[src/rtl/io_in_conditioner.sv]
// Pad input conditioning: two-flop synchronisation of the whole pad bus, then
// counter-based debouncing with rising-edge pulses on a contiguous group of button pads.
module io_in_conditioner #(
  parameter int unsigned PADS      = 38,
  parameter int unsigned DEB_PINS  = 3,
  parameter int unsigned DEB_BASE  = 2,
  parameter int unsigned CNT_W     = 16,
  parameter int unsigned DEB_LIMIT = 10000
) (
  input  logic                clk,
  input  logic                reset,
  input  logic [PADS-1:0]     io_in,
  input  logic                flush,
  output logic [PADS-1:0]     io_sync,
  output logic [DEB_PINS-1:0] btn_level,
  output logic [DEB_PINS-1:0] btn_rise
);

  localparam logic [CNT_W-1:0] CntLast = CNT_W'(DEB_LIMIT - 1);
  localparam logic [CNT_W-1:0] CntOne  = CNT_W'(1);

  logic [PADS-1:0]     s1_q;
  logic [PADS-1:0]     s2_q;
  logic [DEB_PINS-1:0] btn_raw;

  logic [DEB_PINS-1:0] lvl_q;
  logic [DEB_PINS-1:0] lvl_d;
  logic [DEB_PINS-1:0] rise_q;
  logic [DEB_PINS-1:0] rise_d;
  logic [CNT_W-1:0]    cnt_q [DEB_PINS];
  logic [CNT_W-1:0]    cnt_d [DEB_PINS];

  // Flush drops the sync stages too, so a new project never sees the old pads.
  always_ff @(posedge clk or posedge reset) begin
    if (reset) begin
      s1_q <= '0;
      s2_q <= '0;
    end else if (flush) begin
      s1_q <= '0;
      s2_q <= '0;
    end else begin
      s1_q <= io_in;
      s2_q <= s1_q;
    end
  end

  assign io_sync = s2_q;
  assign btn_raw = s2_q[DEB_BASE +: DEB_PINS];

  always_comb begin
    lvl_d  = lvl_q;
    rise_d = '0;
    for (int i = 0; i < int'(DEB_PINS); i++) begin
      cnt_d[i] = cnt_q[i];
    end
    if (flush) begin
      lvl_d = '0;
      for (int i = 0; i < int'(DEB_PINS); i++) begin
        cnt_d[i] = '0;
      end
    end else begin
      for (int i = 0; i < int'(DEB_PINS); i++) begin
        if (btn_raw[i] == lvl_q[i]) begin
          cnt_d[i] = '0;
        end else if (cnt_q[i] == CntLast) begin
          // Accept the new level; only a 0->1 acceptance pulses.
          lvl_d[i]  = btn_raw[i];
          rise_d[i] = btn_raw[i];
          cnt_d[i]  = '0;
        end else begin
          cnt_d[i] = cnt_q[i] + CntOne;
        end
      end
    end
  end

  always_ff @(posedge clk or posedge reset) begin
    if (reset) begin
      lvl_q  <= '0;
      rise_q <= '0;
      for (int i = 0; i < int'(DEB_PINS); i++) begin
        cnt_q[i] <= '0;
      end
    end else begin
      lvl_q  <= lvl_d;
      rise_q <= rise_d;
      for (int i = 0; i < int'(DEB_PINS); i++) begin
        cnt_q[i] <= cnt_d[i];
      end
    end
  end

  assign btn_level = lvl_q;
  assign btn_rise  = rise_q;

endmodule

[config.mk]
export PLATFORM = sky130hd
export DESIGN_NAME = io_in_conditioner
export DESIGN_NICKNAME = d
export VERILOG_FILES = /design/src/rtl/io_in_conditioner.sv
export SDC_FILE = /design/constraint.sdc
export NUM_CORES = 1
export LEC_CHECK = 0
export CAP_MARGIN = 20
export CORE_MARGIN = 4
export CORE_UTILIZATION = 40
export DETAILED_ROUTE_END_ITERATION = 16
export HOLD_SLACK_MARGIN = 0.1
export PLACE_DENSITY = 0.61
export SYNTH_ARGS = -nofsm -noshare
export SYNTH_HDL_FRONTEND = slang
export SYNTH_SLANG_ARGS = --single-unit
[constraint.sdc]
create_clock -name clk -period 5.9 [get_ports clk]
set_clock_uncertainty 0.05 [all_clocks]
set_input_delay 1.18 -clock clk [delete_from_list [all_inputs] [get_ports clk]]
set_output_delay 1.18 -clock clk [all_outputs]
set_load 0.005 [all_outputs]
# Word level (Yosys, flattened, before mapping)

Index checks and enable logic that the tools add are counted.

Register bits: 130
Input bits: 41
Output and inout bits: 44
Word-level logic and storage cells: 50

Add/subtract/negate cells: 3
Eq/ne operators: 9
Muxes and demuxes: 23
Reduce and logical (&&, ||, !) cells: 6

Operators with widths:

| kind                  | count |
|---|---|
| $mux 16               | 6 |
| $mux 38               | 2 |
| $add 16x1->16 const B | 3 |
| $eq 16x14->1 const B  | 3 |
| $mux 48               | 1 |
| $mux 1                | 12 |
| $mux 3                | 2 |
| $ne 2x2->1 const B    | 3 |
| $reduce_and 2->1      | 3 |
| $reduce_bool 2->1     | 3 |
| $eq 1x1->1            | 3 |

# Depth between registers and ports, before layout

Gate-level depths: netlist of the first run.

Depth after elaboration: 4
Depth in mapped cells: 7
Mapped depth without buffers: 5

# Worst setup path after synthesis of the first run

No wires, ideal clock.

Path kind: input to register
Start point: input flush
End point: register cnt_q[12] (netlist bit)
Setup time: 0.069 ns
Data arrival time: 2.034 ns
Data required time: 5.781 ns
Slack: 3.747 ns
Stages: 5
Path buffers: 2
Cell sequence: or2b_2 -> or2_1 -> buf_6 -> buf_12 -> nor2_2

RTL lines:

| what                           | RTL line | source |
|---|---|---|
| start: declaration             | 13       | `input logic flush,` |
| end signal: indexed assignment | 88       | `cnt_q[i] <= cnt_d[i];` |
| end: declaration               | 30       | `logic [CNT_W-1:0] cnt_q [DEB_PINS];` |

# Final worst setup path of the first run

Start point: register lvl_q[0] (netlist: btn_level[0])
End point: output btn_level[0]

RTL lines:

| what                     | RTL line | source |
|---|---|---|
| start: declaration       | 26       | `logic [DEB_PINS-1:0] lvl_q;` |
| start signal: assignment | 85       | `lvl_q <= lvl_d;` |
| end: declaration         | 15       | `output logic [DEB_PINS-1:0] btn_level,` |

No word-level cell between the ends.

==> results.json, run 1 <==
{
  "dr.first_iter.drc_count": 243,
  "hold_path_end": "io_sync[26]",
  "io_pins": 85,
  "hold_start": "s1_q[26]",
  "fin_ws_ns": 3.27,
  "layout-drive-gt1-share_pct": 9.68,
  "die_w_um": 121,
  "timing.rr.start": "cnt_q[14]",
  "grtUsageMet2_pct": 21.6,
  "avgSynthCellArea_um2": 12.0,
  "antenna_left": 0,
  "end_kind": "output pin",
  "path_cells": "clkdlybuf4s50_1",
  "cts_num_sinks": 130,
  "drv_cap": 0,
  "fin_crit_ns": 2.63,
  "fin_nets": 558,
  "gr-usage-met1_pct": 19.1,
  "fp.coreArea_mm2": 0.0122,
  "reg2reg_depth": 4,
  "hold_viol": 0,
  "period_share_pct": 44.5,
  "cts_tree": "yes",
  "timing.final.max_slew_violations": 0,
  "yosysTopAreaCellShare_pct": 64.3,
  "nFillCells": 1058,
  "critPathLaunchType": "flop",
  "synth_top_area_cell": "dfrtp_1",
  "worstSkewPairLatency_ns": 0.42,
  "slew_headroom_pct": 46.3,
  "ys_ff_latch": 130,
  "p_leak_nw": 2.76,
  "synth_commonest_cells": "130 x dfrtp_1, 76 x nor2b_1, 47 x nor2_1, 35 x xnor2_1, 19 x nand3_1",
  "status": "complete, no violations",
  "grt_pass1_vias": 3220,
  "fmax_mhz": 381,
  "critPathSlowestCell": "clkdlybuf4s50_1",
  "grt-ovfl-total": 0,
  "rsz0062_at_grt": "no",
  "holdWs_ns": 0.404,
  "n_antenna_cell": 0,
  "top_usage_layer": "met2",
  "worst_slew_pin_slew_ns": 0.805,
  "post-place-ws_ns": 2.83,
  "area_delta_synth_final_pct": 31.6,
  "crit_family": "buffers and inverters",
  "dpl.hpwl_mm": 6.52,
  "synth-async-reset-ratio_pct": 100,
  "portBuffers": 84,
  "holdPathStages": 1,
  "reg2reg_to": "cnt_q[5]",
  "required_ns": 4.67,
  "cts_resized": 0,
  "setup-tns-final_ns": 0,
  "antenna_found_initial": 0,
  "yosysWarnings": 0,
  "totalWireLength_mm": 9.75,
  "clk_transition_reported_paths_ns": 0.06,
  "vias": 3236,
  "cts-htree-levels": 4,
  "power_density_mw_per_mm2": 310,
  "irDropWorstVdd_mv": 0.171,
  "grt_pass1_wl_mm": 16.3,
  "synth_most_common_cell": "dfrtp_1",
  "start_util_pct": 41.5,
  "criticalPathCategory": "reg2out",
  "startpoint": "btn_level[0]",
  "cp_max_fo": 4,
  "hold_buffers": 0,
  "synth_nets": 466,
  "routedWlPerCell_um": 14.0,
  "netlist_area_mm2": 0.00506,
  "grtUsageMet3_pct": 6.55,
  "first_pass_iters": 4,
  "clk_path_buf_depth": 2,
  "post-cts-setup-buffers": 0,
  "hold_path.class": "reg2reg",
  "max_stage_delay_ns": 0.54,
  "placed_area_mm2": 0.00605,
  "critPathArrivalTime_ns": 1.40,
  "place_congestion": 0.806,
  "fp-row-count": 40,
  "design_area_mm2": 0.00666,
  "ys_top_cells_by_area": "dfrtp_1 64%, nor2b_1 9.4%, xnor2_1 6.1%",
  "final_core_util_pct": 54.5,
  "yosys.cell_types.count": 31,
  "seq_area_frac_synth_pct": 64.3,
  "setup_violations": 0,
  "dieArea_mm2": 0.0145,
  "cts_buffers": 17,
  "viasPerCell": 4.66,
  "ff2ff_setup_slack_ns": 3.62,
  "drc": 0,
  "synth-main-ff-cell": "dfrtp_1",
  "fp.dieH_um": 121,
  "grt_max_degree": 86,
  "critPathBufInv": 1,
  "grt_usage_pct": 14.7,
  "synth_edf_count": 0,
  "clockRootBuffer": "clkbuf_16",
  "synthCells": 422
}
kinds of logic after synthesis:
group	count (synthesis)	synth area share [%]
multiplexers	3	0.593
AO/OA/AOI/OAI	2	0.198
buffers and inverters	22	2.15
adder cells (fa/ha/maj)	3	0.742
XOR/XNOR	44	7.61
AND/OR/NAND/NOR	218	24.4
flip-flops	130	64.3
worst max path at each step:
stage / to / slack, ns / cells past startpoint
floorplan: btn_level[0] / 1.20 / 1
CTS: btn_level[0] / 3.24 / 1
finish: btn_level[0] / 3.27 / 1
global route: cnt_q[5] / 3.15 / 5
detailed placement: cnt_q[4] / 2.83 / 5
global placement: cnt_q[4] / 2.88 / 5
registers in the layout, indices dropped and copies added (netlist names):
name and flops:
btn_rise 3, btn_level 3, io_sync 38, cnt_q 48, s1_q 38
per-stage QoR:
stage                     power, mW  std cells
after global routing           2.15        695
after global placement         1.04        663
after CTS                      2.10        695
after detailed placement       1.04        663
final                          2.07        695
after floorplan               0.979        422
report_power, final:
part	switching (mW)	leakage, nW	internal [mW]
registers	0.00794	1.76	0.915
clock network	0.397	0.280	0.650
logic	0.0431	0.727	0.0538
total	0.448	2.76	1.62
layer usage:
metal  wire, um  up-vias
met4        138        0
met1       4470     1574
met3        660       15
met5          0        -
li1           -     1567
met2       4480       80
area by class of cell:
class / count / area [um^2] / share of cell area [%]
Multi-Input combinational cell: 270 / 1700 / 25.5
Sequential cell: 130 / 3250 / 48.8
Clock inverter: 13 / 153 / 2.29
Timing Repair Buffer: 87 / 858 / 12.9
Inverter: 8 / 32.5 / 0.488
Clock buffer: 19 / 453 / 6.80
Tap cell: 168 / 210 / 3.16
cell usage in the layout, fill, tap and decap left out, drive strengths merged, types with 3 or more instances in the layout:
cell type      count
and3               7
buf                4
clkbuf            19
clkdlybuf4s50     83
clkinv             3
clkinvlp           5
dfrtp            130
ha                 3
inv               11
mux2i              3
nand2              9
nand3             19
nand4             14
nor2              57
nor2b             76
nor3              10
nor4              13
nor4b              6
xnor2             35
xor2               9
Power figures use the tool's default switching activity.
==> run 2: changes to the inputs <==
PLACE_DENSITY = 0.63   (was 0.61)
clock period = 2.25 ns   (was 5.9 ns; I/O delays follow)
==> run 2 against run 1 <==
Effect of this change:
- via count shrank 0.31%
- die area unchanged
- combinational power increased to 2.7 times the previous value
- flip-flop and latch count did not move
- critical path depth up 4
- first-iteration DRC count is 14% lower
- largest power group unchanged
==> results.json, run 2 (synthesis results as in run 1) <==
{
  "timing.final.max_slew_violations": 0,
  "largest_reg_flops": 48,
  "grt_pass1_vias": 3344,
  "drc": 0,
  "start_util_pct": 41.5,
  "hold_viol": 0,
  "cts-htree-levels": 4,
  "cp_max_fo": 15,
  "period_share_pct": 84.3,
  "antenna_found_initial": 0,
  "viasPerCell": 4.64,
  "dieArea_mm2": 0.0145,
  "criticalPathCategory": "reg2reg",
  "design_area_mm2": 0.00672,
  "io_pins": 85,
  "first_pass_iters": 5,
  "routedWlPerCell_um": 13.7,
  "power_density_mw_per_mm2": 824,
  "status": "complete, no violations",
  "critPathArrivalTime_ns": 2.14,
  "slew_headroom_pct": 66.2,
  "clk_transition_reported_paths_ns": 0.05,
  "critPathLaunchType": "flop",
  "fp.coreArea_mm2": 0.0122,
  "place_congestion": 0.813,
  "fin_nets": 560,
  "portBuffers": 84,
  "fmax_mhz": 527,
  "grt_usage_pct": 14.2,
  "fp-row-count": 40,
  "mostFrequentLayoutCells": "130 x dfrtp_1, 83 x clkdlybuf4s50_1, 76 x nor2b_1, 47 x nor2_1, 35 x xnor2_1",
  "totalWireLength_mm": 9.53,
  "die_w_um": 121,
  "post-place-ws_ns": 0.367,
  "cts_tree": "yes",
  "fin_ws_ns": 0.354,
  "p_leak_nw": 2.80,
  "cts_resized": 0,
  "required_ns": 2.50,
  "fin_crit_ns": 1.90,
  "setup-tns-final_ns": 0,
  "dpl.hpwl_mm": 6.38,
  "layout-drive-gt1-share_pct": 9.28,
  "antenna_left": 0,
  "worstSkewPairLatency_ns": 0.42,
  "dr.first_iter.drc_count": 210,
  "worst_slew_pin_slew_ns": 0.507,
  "drv_cap": 0,
  "grt_pass1_wl_mm": 16.0,
  "hold_path.class": "in2async",
  "final_common_cell": "dfrtp_1",
  "end_kind": "flop",
  "clockRootBuffer": "clkbuf_16",
  "post-cts-setup-buffers": 0,
  "cts_buffers": 17,
  "placed_area_mm2": 0.00610,
  "reg2reg_depth": 5,
  "n_antenna_cell": 0,
  "grt-ovfl-total": 0,
  "area_delta_synth_final_pct": 32.6,
  "top_register": "cnt_q",
  "vias": 3226,
  "hold_buffers": 0,
  "clk_path_buf_depth": 2,
  "nFillCells": 1082,
  "irDropWorstVdd_mv": 0.474,
  "setup_violations": 0,
  "rsz0062_at_grt": "no",
  "fp.dieH_um": 121,
  "grt_max_degree": 67,
  "cts_num_sinks": 130
}
-- run 2: changes by cell type in the layout (fill, tap and decap cells not counted), sizes merged --
cell	previous run	this run
inv	11	7
clkbuf	19	22
clkinvlp	5	2
buf	4	6
bufinv	2	4
clkinv	3	4
-- run 2: cell type report --
| type | count | area (um^2) | area share [%] |
|---|---|---|---|
| Sequential cell | 130 | 3250 | 48.4 |
| Multi-Input combinational cell | 270 | 1700 | 25.3 |
| Timing Repair Buffer | 89 | 898 | 13.4 |
| Clock buffer | 22 | 464 | 6.91 |
| Tap cell | 168 | 210 | 3.13 |
| Clock inverter | 9 | 155 | 2.31 |
| Inverter | 8 | 33.8 | 0.503 |
-- run 2: report_power, final --
part	internal [mW]	switching [mW]	total, mW
registers	2.40	0.0184	2.42
clock network	1.90	0.949	2.85
logic	0.147	0.113	0.260
-- run 2: per-layer routing --
metal | global-route usage, % | vias to the layer above | wire length [um]
met5 | 0 | - | 0
li1 | - | 1574 | -
met2 | 21.5 | 81 | 4500
met1 | 17.8 | 1565 | 4250
met3 | 6.83 | 6 | 713
met4 | 5.45 | 0 | 73
-- run 2: path summary, 6_finish.rpt --
kind / start / endpoint / slack [ns]
hold / removal: reset / cnt_q[43] / 0.29
hold reg to reg: s1_q[28] / io_sync[28] / 0.41
setup reg to reg: cnt_q[11] / cnt_q[6] / 0.35
max in group asynchronous: reset / io_sync[9] / 1.25
setup / recovery: cnt_q[11] / cnt_q[6] / 0.35
min in group clk: flush / btn_level[1] / 0.32
-- run 2: critical path, cell delays in order, from the launching register on --
cell	delay [ns]
dfrtp_1	0.42
or4_4	0.54
nor4_4	0.31
or2_1	0.14
buf_4	0.24
nor2_1	0.08
-- run 2: stage by stage --
| stage | std cells | hold WS [ns] | utilization (%) | total power, mW |
|---|---|---|---|---|
| 3_5_place_dp | 665 | 0.396 | 49.9 | 2.73 |
| 3_3_place_gp | 665 | 0.388 | 49.9 | 2.73 |
| 5_1_grt | 696 | 0.306 | 55.0 | 5.76 |
| 6_report | 696 | 0.286 | 55.0 | 5.53 |
| 4_1_cts | 696 | 0.283 | 55.0 | 5.60 |
| 2_1_floorplan | 422 | 0.389 | - | 2.57 |
==> run 3: changes to the inputs <==
PLACE_DENSITY = 0.61   (was 0.63)
clock period = 1.75 ns   (was 2.25 ns; I/O delays follow)
==> run 3 against run 2 <==
Effect of this change:
- the flow now finishes with violations (negative setup slack)
- hold slack got worse by 0.065 ns
- setup slack got worse by 0.37 ns
- total power up 23%
- register-to-register slack got worse by 0.37 ns
- cell count up 2.9%
==> results.json, run 3 (synthesis results as in run 1) <==
{
  "wl_met3_um": 747,
  "vias": 3320,
  "fin_ws_ns": -0.0194,
  "irDropWorstVdd_mv": 0.720,
  "p_total_mw": 6.79,
  "antenna_left": 0,
  "n_antenna_cell": 0,
  "grt-ovfl-total": 0,
  "critPathBufInv": 1,
  "hold_buffers": 0,
  "grt_usage_pct": 14.8,
  "routedWlPerCell_um": 13.9,
  "die_w_um": 121,
  "dieArea_mm2": 0.0145,
  "first_pass_iters": 4,
  "drv_cap": 0,
  "post-place-ws_ns": 0.0122,
  "multi_input_area_mm2": 0.00176,
  "drc": 0,
  "start_util_pct": 41.5,
  "timing.final.max_slew_violations": 0,
  "holdPathStages": 3,
  "hold_viol": 0,
  "totalWireLength_mm": 9.97,
  "top_layer": "met4",
  "fp.coreArea_mm2": 0.0122,
  "fmax_mhz": 565,
  "clk_path_buf_depth": 2,
  "critPathArrivalTime_ns": 2.00,
  "top_register": "cnt_q",
  "fin_nets": 579,
  "fp-row-count": 40,
  "critPathSlowestCell": "or4_4",
  "period_share_pct": 101,
  "crit_family": "simple AND/OR/NAND/NOR gates",
  "hold_start": "flush",
  "largest_reg_flops": 48,
  "clockRootBuffer": "clkbuf_16",
  "cts_tree": "yes",
  "violations": "negative setup slack",
  "p_leak_nw": 2.90,
  "grt_max_degree": 85,
  "portBuffers": 84,
  "fp.dieH_um": 121,
  "required_ns": 1.98,
  "hold_path_end": "cnt_q[2]",
  "critPathLaunchType": "flop",
  "clk_transition_reported_paths_ns": 0.05,
  "fin_crit_ns": 1.77,
  "dpl.hpwl_mm": 6.49,
  "worstSkewPairLatency_ns": 0.41,
  "mostFrequentLayoutCells": "130 x dfrtp_1, 81 x clkdlybuf4s50_1, 76 x nor2b_1, 44 x nor2_1, 35 x xnor2_1",
  "final_cells": 716,
  "hold_path.class": "in2reg",
  "setup-tns-final_ns": -0.115,
  "rsz0062_at_grt": "yes",
  "final_common_cell": "dfrtp_1",
  "io_pins": 85,
  "route.met2.wl_mm": 4.89,
  "worst_slew_pin_slew_ns": 0.434,
  "dp.cells": 676,
  "viasPerCell": 4.64,
  "timing.rr.start": "cnt_q[7]",
  "cts_num_sinks": 130,
  "ff2ff_setup_slack_ns": -0.02,
  "cts-htree-levels": 4,
  "cts_buffers": 17,
  "path_cells": "or4_4, nor4_4, buf_4, mux2i_1, nor2_1",
  "grt_pass1_wl_mm": 16.8,
  "slew_headroom_pct": 71.0,
  "power_density_mw_per_mm2": 985,
  "reg2reg_to": "btn_level[2]",
  "status": "finished, violations left",
  "antenna_found_initial": 0,
  "criticalPathCategory": "reg2reg",
  "grt_pass1_vias": 3473,
  "nFillCells": 1069,
  "wl_met1_mm": 4.22,
  "dr.first_iter.drc_count": 240,
  "regArea_mm2": 0.00325,
  "layout-drive-gt1-share_pct": 14.2,
  "end_kind": "flop",
  "max_stage_delay_ns": 0.55,
  "place_congestion": 0.837,
  "cp_max_fo": 2,
  "setup_violations": 11,
  "reg2reg_depth": 5,
  "area_delta_synth_final_pct": 36.2
}
-- run 3: power by group --
part           switching, mW  internal (mW)
sequential            0.0216           3.09
combinational          0.153          0.198
clock                   1.21           2.12
-- run 3: worst max-delay path by stage --
stage | startpoint | to | cells past startpoint | slack [ns]
2_1_floorplan | reset | btn_level[0] | 1 | -0.26
3_3_place_gp | cnt_q[15] | btn_level[2] | 5 | 0.02
3_5_place_dp | cnt_q[15] | cnt_q[8] | 5 | 0.01
4_1_cts | cnt_q[15] | cnt_q[8] | 5 | -0.002
5_1_grt | cnt_q[4] | cnt_q[13] | 4 | -0.14
6_report | cnt_q[7] | btn_level[2] | 5 | -0.02
-- run 3: per-layer routing --
metal / global-route usage (%) / vias to the layer above
met2: 22.9 / 71
met4: 5.03 / 0
li1: - / 1612
met1: 18.1 / 1625
met3: 7.16 / 12
met5: 0 / -
-- run 3: worst reg2reg max path, delay by kind of cell (launching register included) --
| kind | cells | cell delay [ns] |
|---|---|---|
| AND/OR/NAND/NOR | 3 | 0.88 |
| flip-flops | 1 | 0.38 |
| multiplexers | 1 | 0.18 |
| buffers and inverters | 1 | 0.16 |
-- run 3: per-stage QoR --
step / hold slack [ns] / utilization [%] / cell area [um^2]
final: 0.221 / 56.5 / 6900
after global routing: 0.219 / 56.5 / 6900
after CTS: 0.197 / 55.6 / 6790
after detailed placement: 0.399 / 50.7 / 6190
after global placement: 0.390 / 50.7 / 6190
after floorplan: 0.389 / - / 5070
-- run 3: what timing repair did --
action,CTS,global route
buffers inserted,5,2
hold endpoints to repair,0,0
gates cloned,0,1
endpoints found under the setup margin,7,33
pin swaps,0,7
resized for setup,1,15
-- run 3: cell type report --
cell class,instances,area share [%]
Sequential cell,130,47.2
Inverter,8,0.490
Clock inverter,10,1.60
Tap cell,168,3.05
Timing Repair Buffer,108,15.6
Multi-Input combinational cell,270,25.5
Clock buffer,22,6.59
